--- config.mk ---
export PLATFORM = sky130hd
export DESIGN_NAME = relu_backward_mask
export DESIGN_NICKNAME = d
export VERILOG_FILES = /design/src/rtl/relu_backward_mask.sv
export SDC_FILE = /design/constraint.sdc
export NUM_CORES = 2
export LEC_CHECK = 0
export ABC_AREA = 1
export BUFFER_PORTS_ARGS = -buffer_cell sky130_fd_sc_hd__buf_2
export CAP_MARGIN = 20
export CORE_MARGIN = 8
export CORE_UTILIZATION = 40
export DETAILED_ROUTE_END_ITERATION = 8
export SLEW_MARGIN = 20
export SYNTH_ARGS = -nofsm -noshare
export SYNTH_HDL_FRONTEND = slang
export SYNTH_SLANG_ARGS = --single-unit
--- constraint.sdc ---
create_clock -name clk -period 2.6 [get_ports clk]
set_input_delay 0.52 -clock clk [delete_from_list [all_inputs] [get_ports clk]]
set_output_delay 0.52 -clock clk [all_outputs]
set_load 0.03 [all_outputs]
--- src/rtl/relu_backward_mask.sv ---
// ----------------------------------------------------------------------------
// relu_backward_mask
//   Backward-direction companion of the layer-1 ReLU stage.
//   Capture phase: streams the CHANNELS x HEIGHT x WIDTH pre-activation map in
//   raster order and stores one derivative bit per element (1 = passed ReLU,
//   i.e. value >= 0).
//   Backward phase: streams the matching gradient map and emits each gradient
//   gated by its stored mask bit, one-cycle latency, full throughput.
//
// Ports
//   clk, rst_n        clock (rising edge), asynchronous active-low reset
//   clear             synchronous abort back to capture phase
//   fwd_valid/ready   forward element stream, fwd_data signed BITWIDTH
//   grad_valid/ready  incoming gradient stream, grad_data signed BITWIDTH
//   gout_valid/ready  masked gradient stream, gout_data, gout_last on final
//   mask_ready        mask complete, backward pass open
//   done              one-cycle pulse after final gout handshake
// ----------------------------------------------------------------------------
module relu_backward_mask #(
   parameter int BITWIDTH = 32,
   parameter int CHANNELS = 2,
   parameter int HEIGHT   = 28,
   parameter int WIDTH    = 28
) (
   input  logic                clk,
   input  logic                rst_n,
   input  logic                clear,
   input  logic                fwd_valid,
   output logic                fwd_ready,
   input  logic [BITWIDTH-1:0] fwd_data,
   input  logic                grad_valid,
   output logic                grad_ready,
   input  logic [BITWIDTH-1:0] grad_data,
   output logic                gout_valid,
   input  logic                gout_ready,
   output logic [BITWIDTH-1:0] gout_data,
   output logic                gout_last,
   output logic                mask_ready,
   output logic                done
);

   localparam int TOTAL = CHANNELS * HEIGHT * WIDTH;
   localparam int CNT_W = $clog2(TOTAL);
   localparam logic [CNT_W-1:0] LAST_IDX = CNT_W'(TOTAL - 1);

   typedef enum logic [1:0] {
      S_CAPTURE  = 2'd0,
      S_BACKWARD = 2'd1,
      S_DRAIN    = 2'd2
   } state_t;

   state_t              r_state;
   logic [CNT_W-1:0]    r_cnt;
   logic [TOTAL-1:0]    r_mask;
   logic                r_gout_valid;
   logic [BITWIDTH-1:0] r_gout_data;
   logic                r_gout_last;
   logic                r_mask_ready;
   logic                r_done;

   logic w_fwd_acc;
   logic w_grad_acc;
   logic w_gout_hs;
   logic w_fwd_nonneg;
   logic w_cnt_last;

   // clear masks both readies so no handshake can land on the abort edge.
   assign fwd_ready  = !clear && (r_state == S_CAPTURE);
   assign grad_ready = !clear && (r_state == S_BACKWARD) &&
                       (!r_gout_valid || gout_ready);

   assign w_fwd_acc  = fwd_valid && fwd_ready;
   assign w_grad_acc = grad_valid && grad_ready;
   assign w_gout_hs  = r_gout_valid && gout_ready;

   // Zero passes ReLU, so only a set sign bit clears the mask.
   assign w_fwd_nonneg = !($signed(fwd_data) < 0);
   assign w_cnt_last   = (r_cnt == LAST_IDX);

   always_ff @(posedge clk or negedge rst_n) begin
      if (!rst_n) begin
         r_state      <= S_CAPTURE;
         r_cnt        <= '0;
         r_mask       <= '0;
         r_gout_valid <= 1'b0;
         r_gout_data  <= '0;
         r_gout_last  <= 1'b0;
         r_mask_ready <= 1'b0;
         r_done       <= 1'b0;
      end else if (clear) begin
         r_state      <= S_CAPTURE;
         r_cnt        <= '0;
         r_gout_valid <= 1'b0;
         r_gout_last  <= 1'b0;
         r_mask_ready <= 1'b0;
         r_done       <= 1'b0;
      end else begin
         r_done <= 1'b0;
         case (r_state)
            S_CAPTURE: begin
               if (w_fwd_acc) begin
                  r_mask[r_cnt] <= w_fwd_nonneg;
                  if (w_cnt_last) begin
                     r_cnt        <= '0;
                     r_mask_ready <= 1'b1;
                     r_state      <= S_BACKWARD;
                  end else begin
                     r_cnt <= r_cnt + CNT_W'(1);
                  end
               end
            end
            S_BACKWARD: begin
               if (w_grad_acc) begin
                  r_gout_data  <= r_mask[r_cnt] ? grad_data : '0;
                  r_gout_valid <= 1'b1;
                  r_gout_last  <= w_cnt_last;
                  if (w_cnt_last) begin
                     r_cnt   <= '0;
                     r_state <= S_DRAIN;
                  end else begin
                     r_cnt <= r_cnt + CNT_W'(1);
                  end
               end else if (w_gout_hs) begin
                  r_gout_valid <= 1'b0;
                  r_gout_last  <= 1'b0;
               end
            end
            S_DRAIN: begin
               // Only the final element is outstanding here.
               if (w_gout_hs) begin
                  r_gout_valid <= 1'b0;
                  r_gout_last  <= 1'b0;
                  r_mask_ready <= 1'b0;
                  r_done       <= 1'b1;
                  r_cnt        <= '0;
                  r_state      <= S_CAPTURE;
               end
            end
            default: begin
               r_state <= S_CAPTURE;
               r_cnt   <= '0;
            end
         endcase
      end
   end

   assign gout_valid = r_gout_valid;
   assign gout_data  = r_gout_data;
   assign gout_last  = r_gout_last;
   assign mask_ready = r_mask_ready;
   assign done       = r_done;

endmodule

# Word-level counts from Yosys, hierarchy flattened

Cells that the tools add are included.

Register bits after elaboration: 1,617
Output and inout port bits: 38

$add $sub $neg: 1
Magnitude comparators: 3
Eq/ne operators: 8
Mux-type cells: 35
Bitwise operators: 1
Reduce and logical (&&, ||, !) cells: 19

Operators with widths:

| cell                  | count |
|---|---|
| $bwmux 1568           | 1 |
| $mux 11               | 5 |
| $pmux 11 s3           | 1 |
| $lt 32x1->1 const B   | 1 |
| $mux 32               | 1 |
| $mux 1                | 15 |
| $ne 3x3->1 const B    | 5 |
| $lt 11x12->1 const B  | 1 |
| $mux 2                | 6 |
| $add 11x1->11 const B | 1 |
| $bmux 1 s11           | 1 |
| $demux 1 s11          | 1 |
| $eq 11x11->1 const B  | 1 |
| $ge 11x1->1 const B   | 1 |
| $reduce_and 3->1      | 3 |
| $logic_and 1x1->1     | 7 |
| $pmux 1 s2            | 3 |
| $pmux 2 s3            | 1 |
| $reduce_bool 3->1     | 2 |
| $reduce_and 5->1      | 1 |
| $reduce_and 4->1      | 1 |
| $logic_not 1->1       | 3 |
| $eq 2x1->1 const B    | 1 |
| $eq 2x2->1 const B    | 1 |
| other kinds (3)       | 3 |

# Longest topological paths before layout

Depth after elaboration: 7
Gate-level depth with buffers: 24
Gate-level depth less buffers: 19

# Worst setup path before layout

Ideal clock, no wire load.

Path kind: register -> register
From: reg r_cnt[0]
To: reg r_mask[1072]
Arrival: 2.468 ns
Data required time: 2.523 ns
Slack: 0.054 ns
Stages on the path, launching flop included: 16
Path buffers: 7
Period minus slack after synthesis: 2.546 ns
Cell sequence: dfrtp_1 -> buf_4 -> inv_4 -> buf_6 -> buf_6 -> buf_2 -> buf_2 -> ha_1 -> nand2_1 -> nor2_1 -> inv_2 -> clkbuf_1 -> buf_2 -> nor2_1 -> nor2_1 -> a21oi_1

Longest elaborated chain between the ends: 5
Elaborated cells on any way between the ends: 6

RTL lines:

| what                                                                     | line | source |
|---|---|---|
| from (decl)                                                              | 53   | `logic [CNT_W-1:0] r_cnt;` |
| from (signal assigned)                                                   | 108  | `r_cnt <= r_cnt + CNT_W'(1);` |
| from (signal assigned)                                                   | 121  | `r_cnt <= r_cnt + CNT_W'(1);` |
| $lt 11x12->1 (not written as such) / $ge 11x1->1 (equally long branches) | 102  | `r_mask[r_cnt] <= w_fwd_nonneg;` |
| $logic_and 1x1->1 (not written as such)                                  | 102  |  |
| $mux 1 (not written as such)                                             | 102  |  |
| $demux 1 s11 *                                                           | 102  |  |
| $bwmux 1568 *                                                            | 102  |  |
| to (signal, indexed assignment)                                          | 102  |  |
| to (decl)                                                                | 54   | `logic [TOTAL-1:0] r_mask;` |

Mark *: on every way between the ends. The rest lies on a longest branch, timed or not.
A chain may end at the register's enable or synchronous reset.

# Worst setup path after layout

From: reg r_cnt[0]
To: reg r_gout_data[4], in the netlist gout_data[4]

Longest elaborated chain between the ends: 3

RTL lines:

| what                         | line | source |
|---|---|---|
| $bmux 1 s11                  | 114  | `r_gout_data <= r_mask[r_cnt] ? grad_data : '0;` |
| $mux 1 (not written as such) | 114  |  |
| $mux 32                      | 114  |  |
| to (signal assigned)         | 114  |  |
| to (decl)                    | 56   | `logic [BITWIDTH-1:0] r_gout_data;` |

Every way passes these cells. The select of a mux whose other input is x is not followed.

==> flow_summary.rst <==
.. list-table::
   :header-rows: 1

   * - Metric
     - Value
   * - Result of the run
     - complete, but fails checks
   * - Violations in the final reports
     - negative setup slack
   * - Slew @ Worst Pin
     - 0.981 ns
   * - Clock power share
     - 0.433
   * - Async set-reset flop share out of synthesis
     - 1.00
   * - Antenna-violating nets left
     - 0
   * - Startpoint Class
     - flop
   * - Final hold slack
     - 0.0832 ns
   * - Highest fanout seen on the critical path
     - 8
   * - Detailed Route WL
     - 343,000 um
   * - Total power density per cell area
     - 604 nW/um2
   * - Non-filler cells, final
     - 14.4k
   * - Portion of total power attributed to combinational logic
     - 0.150
   * - Hold Fails Final Rpt
     - 0
   * - Deepest clock path buffer count
     - 3
   * - Number of standard cells after synthesis
     - about 11k
   * - CP Data Arrival Time
     - between 3 and 4 ns
   * - Net total in the final layout
     - 11.7k
   * - Placer Congestion
     - 0.913
   * - Number of pins exceeding their max-slew limit in the final report
     - 0
   * - First-pass GRT wire length
     - 478,000 um
   * - Biggest area contributors in the synthesized netlist
     - sky130_fd_sc_hd__dfrtp_1, sky130_fd_sc_hd__nor2_1, sky130_fd_sc_hd__nand2_1
   * - Port bufs
     - 76
   * - Portion of synthesized cell area occupied by the leading cell type
     - 0.497
   * - Top flip-flop cell by instance count after synthesis
     - sky130_fd_sc_hd__dfrtp_1
   * - Number of nets in the synthesized netlist
     - 11.4k
   * - Switching share of power
     - 0.281
   * - Standby leakage power
     - 0.0486 uW
   * - Share of the cycle needed by the critical path after routing
     - 1.26
   * - Top cells by instance count after synthesis
     - sky130_fd_sc_hd__nor2_1, sky130_fd_sc_hd__nand2_1, sky130_fd_sc_hd__dfrtp_1
   * - Average cell area after synthesis
     - 7.18 um2
   * - Via count of the first global-routing pass
     - 74.8k
   * - Layout overhead on the synthesized area
     - 24.0%
   * - Routed WL per cell
     - 23.8 um
   * - Post-Syn Area
     - between 80,000 and 90,000 um2
   * - Pre-Repair DR Iteration Count
     - 7
   * - Number of rows in the core area
     - between 150 and 200
   * - Setup ws final
     - -0.679 ns
   * - Initial antenna violation count
     - 11
   * - Category of the most critical setup path
     - reg -> reg
   * - RSZ-0062 raised after global routing
     - yes
   * - Unique cell type count in the Yosys netlist
     - 30
   * - Clock period minus final worst setup slack
     - ~3.3 ns
   * - Sequential group share of total power
     - 0.417
   * - Util after Layout
     - 0.499
   * - Core Area
     - 202,000 um2
   * - DIE WIDTH
     - 467 um
   * - CTS Buf Count
     - 180
   * - Number of clock sinks
     - 1,617
   * - Die height
     - between 400 and 500 um
   * - Vias per std cell
     - 5.61
   * - Share of post-route cells with drive strength above 1
     - 0.141
   * - Peak VDD IR
     - about 0.69 mV
   * - Clock Skews
     - 0.0435 ns
   * - Max-capacitance violation count
     - 0
   * - Setup violators final
     - 418
   * - Worst hold path type
     - in -> reg
   * - Total congestion overflow after global routing
     - 0
   * - Int Power
     - between 40,000 and 50,000 uW
   * - Area of the die
     - approximately 220,000 um2
   * - Net switching power
     - 17,100 uW
   * - Count of flip-flops with a built-in enable after synthesis
     - 0
   * - Reg clk slew, reported paths
     - 0.06 ns
   * - Total number of vias
     - 81.0k
   * - Largest net degree at the start of global routing
     - 141
   * - Warning count from the yosys run
     - 0
   * - Ports
     - about 110
   * - Cell chosen for the clock root
     - sky130_fd_sc_hd__clkbuf_16
   * - Fraction of the yosys area taken by sequential cells
     - 0.497
   * - CTS H-tree depth
     - 4
   * - Iteration-0 DRC Markers
     - 10.9k
   * - Cell taking the most area after synthesis
     - sky130_fd_sc_hd__dfrtp_1
   * - Clk_lat worst skew
     - 0.84 ns
   * - DRC violations left
     - 0
   * - Post-placement cell count
     - 13.9k
   * - Dominant cell by count in the synthesized netlist
     - sky130_fd_sc_hd__nor2_1
   * - Worst slew margin relative to its limit
     - 0.345
   * - Synthesis-stage register bit count
     - ~1.6k
   * - Estimated wirelength of the detail-placed design
     - 195,000 um
   * - Data required time of the critical path
     - 3.31 ns
   * - Initial cell density of the core
     - 0.403
   * - Filler instances
     - 19.4k
   * - CTS tree
     - done
   * - Achievable Freq
     - 305 MHz
   * - Aggregate global-route resource usage
     - 0.283
   * - Critical path endpoint category
     - flop
-- logic make-up after synthesis --
logic type                 after synthesis  synth area share
and+or+nand+nor                       5884             0.275
AOI/OAI and AO/OA                     2461             0.159
DFF                                   1617             0.497
buffers and inverters                 1382            0.0683
adders and majority gates                4          0.000614
-- power groups by stage --
stage | Clock [uW] | Combinational [uW] | Sequential (uW)
2_1_floorplan | 0 | 3760 | 25900
3_3_place_gp | 0 | 7550 | 25900
5_1_grt | 27600 | 9650 | 25400
6_report | 26400 | 9140 | 25400
3_5_place_dp | 0 | 7560 | 25900
4_1_cts | 26700 | 7810 | 25400
-- cell usage in the layout, fill, tap and decap left out, types with 40 or more instances in the layout --
master	count
sky130_fd_sc_hd__a21oi_1	1568
sky130_fd_sc_hd__a31oi_1	477
sky130_fd_sc_hd__buf_12	234
sky130_fd_sc_hd__buf_2	74
sky130_fd_sc_hd__buf_4	417
sky130_fd_sc_hd__buf_6	52
sky130_fd_sc_hd__clkbuf_1	41
sky130_fd_sc_hd__clkbuf_16	250
sky130_fd_sc_hd__clkinv_2	40
sky130_fd_sc_hd__dfrtp_1	1614
sky130_fd_sc_hd__inv_1	468
sky130_fd_sc_hd__inv_2	51
sky130_fd_sc_hd__nand2_1	2677
sky130_fd_sc_hd__nand2_2	84
sky130_fd_sc_hd__nand3_1	171
sky130_fd_sc_hd__nor2_1	2643
sky130_fd_sc_hd__nor2_2	163
sky130_fd_sc_hd__nor2_4	98
sky130_fd_sc_hd__o21ai_0	269
sky130_fd_sc_hd__o21ai_1	115
-- per-stage QoR --
step / TNS [ns] / instance area (um2) / worst slack, ns / power, uW
6_report: -44.47 / 101000 / -0.679 / 61000
5_1_grt: -55.88 / 101000 / -0.703 / 62700
4_1_cts: -20.39 / 96500 / -0.474 / 59900
3_5_place_dp: -92.86 / 89900 / -0.669 / 33400
3_3_place_gp: -85.07 / 89900 / -0.674 / 33400
2_1_floorplan: 0 / 81500 / 0.0542 / 29700
-- routing by layer --
layer	GRT usage	vias to the layer above	share of wire
li1	-	36900	-
met1	0.379	38700	0.39
met2	0.439	4411	0.44
met3	0.0620	981	0.11
met4	0.131	10	0.065
met5	0.00156	-	0.00079
-- state kept, by name, summed over array words and instances, names as in the netlist --
signal	cells
r_mask	1568
gout_data	32
r_cnt	11
r_state	2
done	1
gout_last	1
gout_valid	1
mask_ready	1
-- worst max-delay path: stages, from the launching register on --
cell and delay (ns):
sky130_fd_sc_hd__dfrtp_4 0.59, sky130_fd_sc_hd__buf_12 0.18, sky130_fd_sc_hd__clkbuf_16 0.19, sky130_fd_sc_hd__clkbuf_16 0.20
sky130_fd_sc_hd__clkbuf_16 0.18, sky130_fd_sc_hd__nand2_4 0.06, sky130_fd_sc_hd__nand2_2 0.04, sky130_fd_sc_hd__nand2_1 0.05
sky130_fd_sc_hd__nand2_1 0.07, sky130_fd_sc_hd__nand2_1 0.10, sky130_fd_sc_hd__nand2_1 0.07, sky130_fd_sc_hd__nor2_1 0.10
sky130_fd_sc_hd__nand2_1 0.07, sky130_fd_sc_hd__nand2_2 0.11, sky130_fd_sc_hd__nand2_2 0.08, sky130_fd_sc_hd__nor2_4 0.21
sky130_fd_sc_hd__nand2_2 0.11, sky130_fd_sc_hd__nand2_2 0.08, sky130_fd_sc_hd__nand2_2 0.06, sky130_fd_sc_hd__nor2_4 0.13
sky130_fd_sc_hd__nand2_4 0.13, sky130_fd_sc_hd__clkbuf_16 0.21, sky130_fd_sc_hd__nand2_2 0.05, sky130_fd_sc_hd__nand2_1 0.05
-- what timing repair did --
| action | CTS | global route |
|---|---|---|
| endpoints found under the hold margin | 381 | 0 |
| setup endpoints to repair | 696 | 1030 |
| gates cloned | 5 | 88 |
| gates resized for setup | 29 | 650 |
| hold buffers | 33 | 0 |
| pin swaps | 0 | 90 |
| setup buffers | 4 | 51 |
-- path summary, 6_finish.rpt --
check                                end  slack [ns]  depth (start not counted)     startpoint
max reg2reg                 gout_data[4]       -0.68                         23       r_cnt[0]
max in group asynchronous   r_mask[1378]        1.13                          4          rst_n
min reg2reg                gout_data[21]        0.48                          2  gout_data[21]
min in group asynchronous    r_mask[807]        0.23                          2          rst_n
max                         gout_data[4]       -0.68                         23       r_cnt[0]
min                          r_mask[605]        0.08                          2   fwd_data[31]
-- cell type report --
cell class	instances	area [um2]	share of cell area
flip-flops and latches	1617	40500	0.401
multi-input cells	8349	37100	0.367
repair buffers	919	11800	0.117
clock buffers	259	5230	0.0518
well taps	2672	3340	0.0331
inverters	545	2190	0.0217
clock inverters	65	776	0.00768
repair inverters	5	51.3	0.000508
diodes	9	22.5	0.000223
Power figures use the tool's default switching activity.
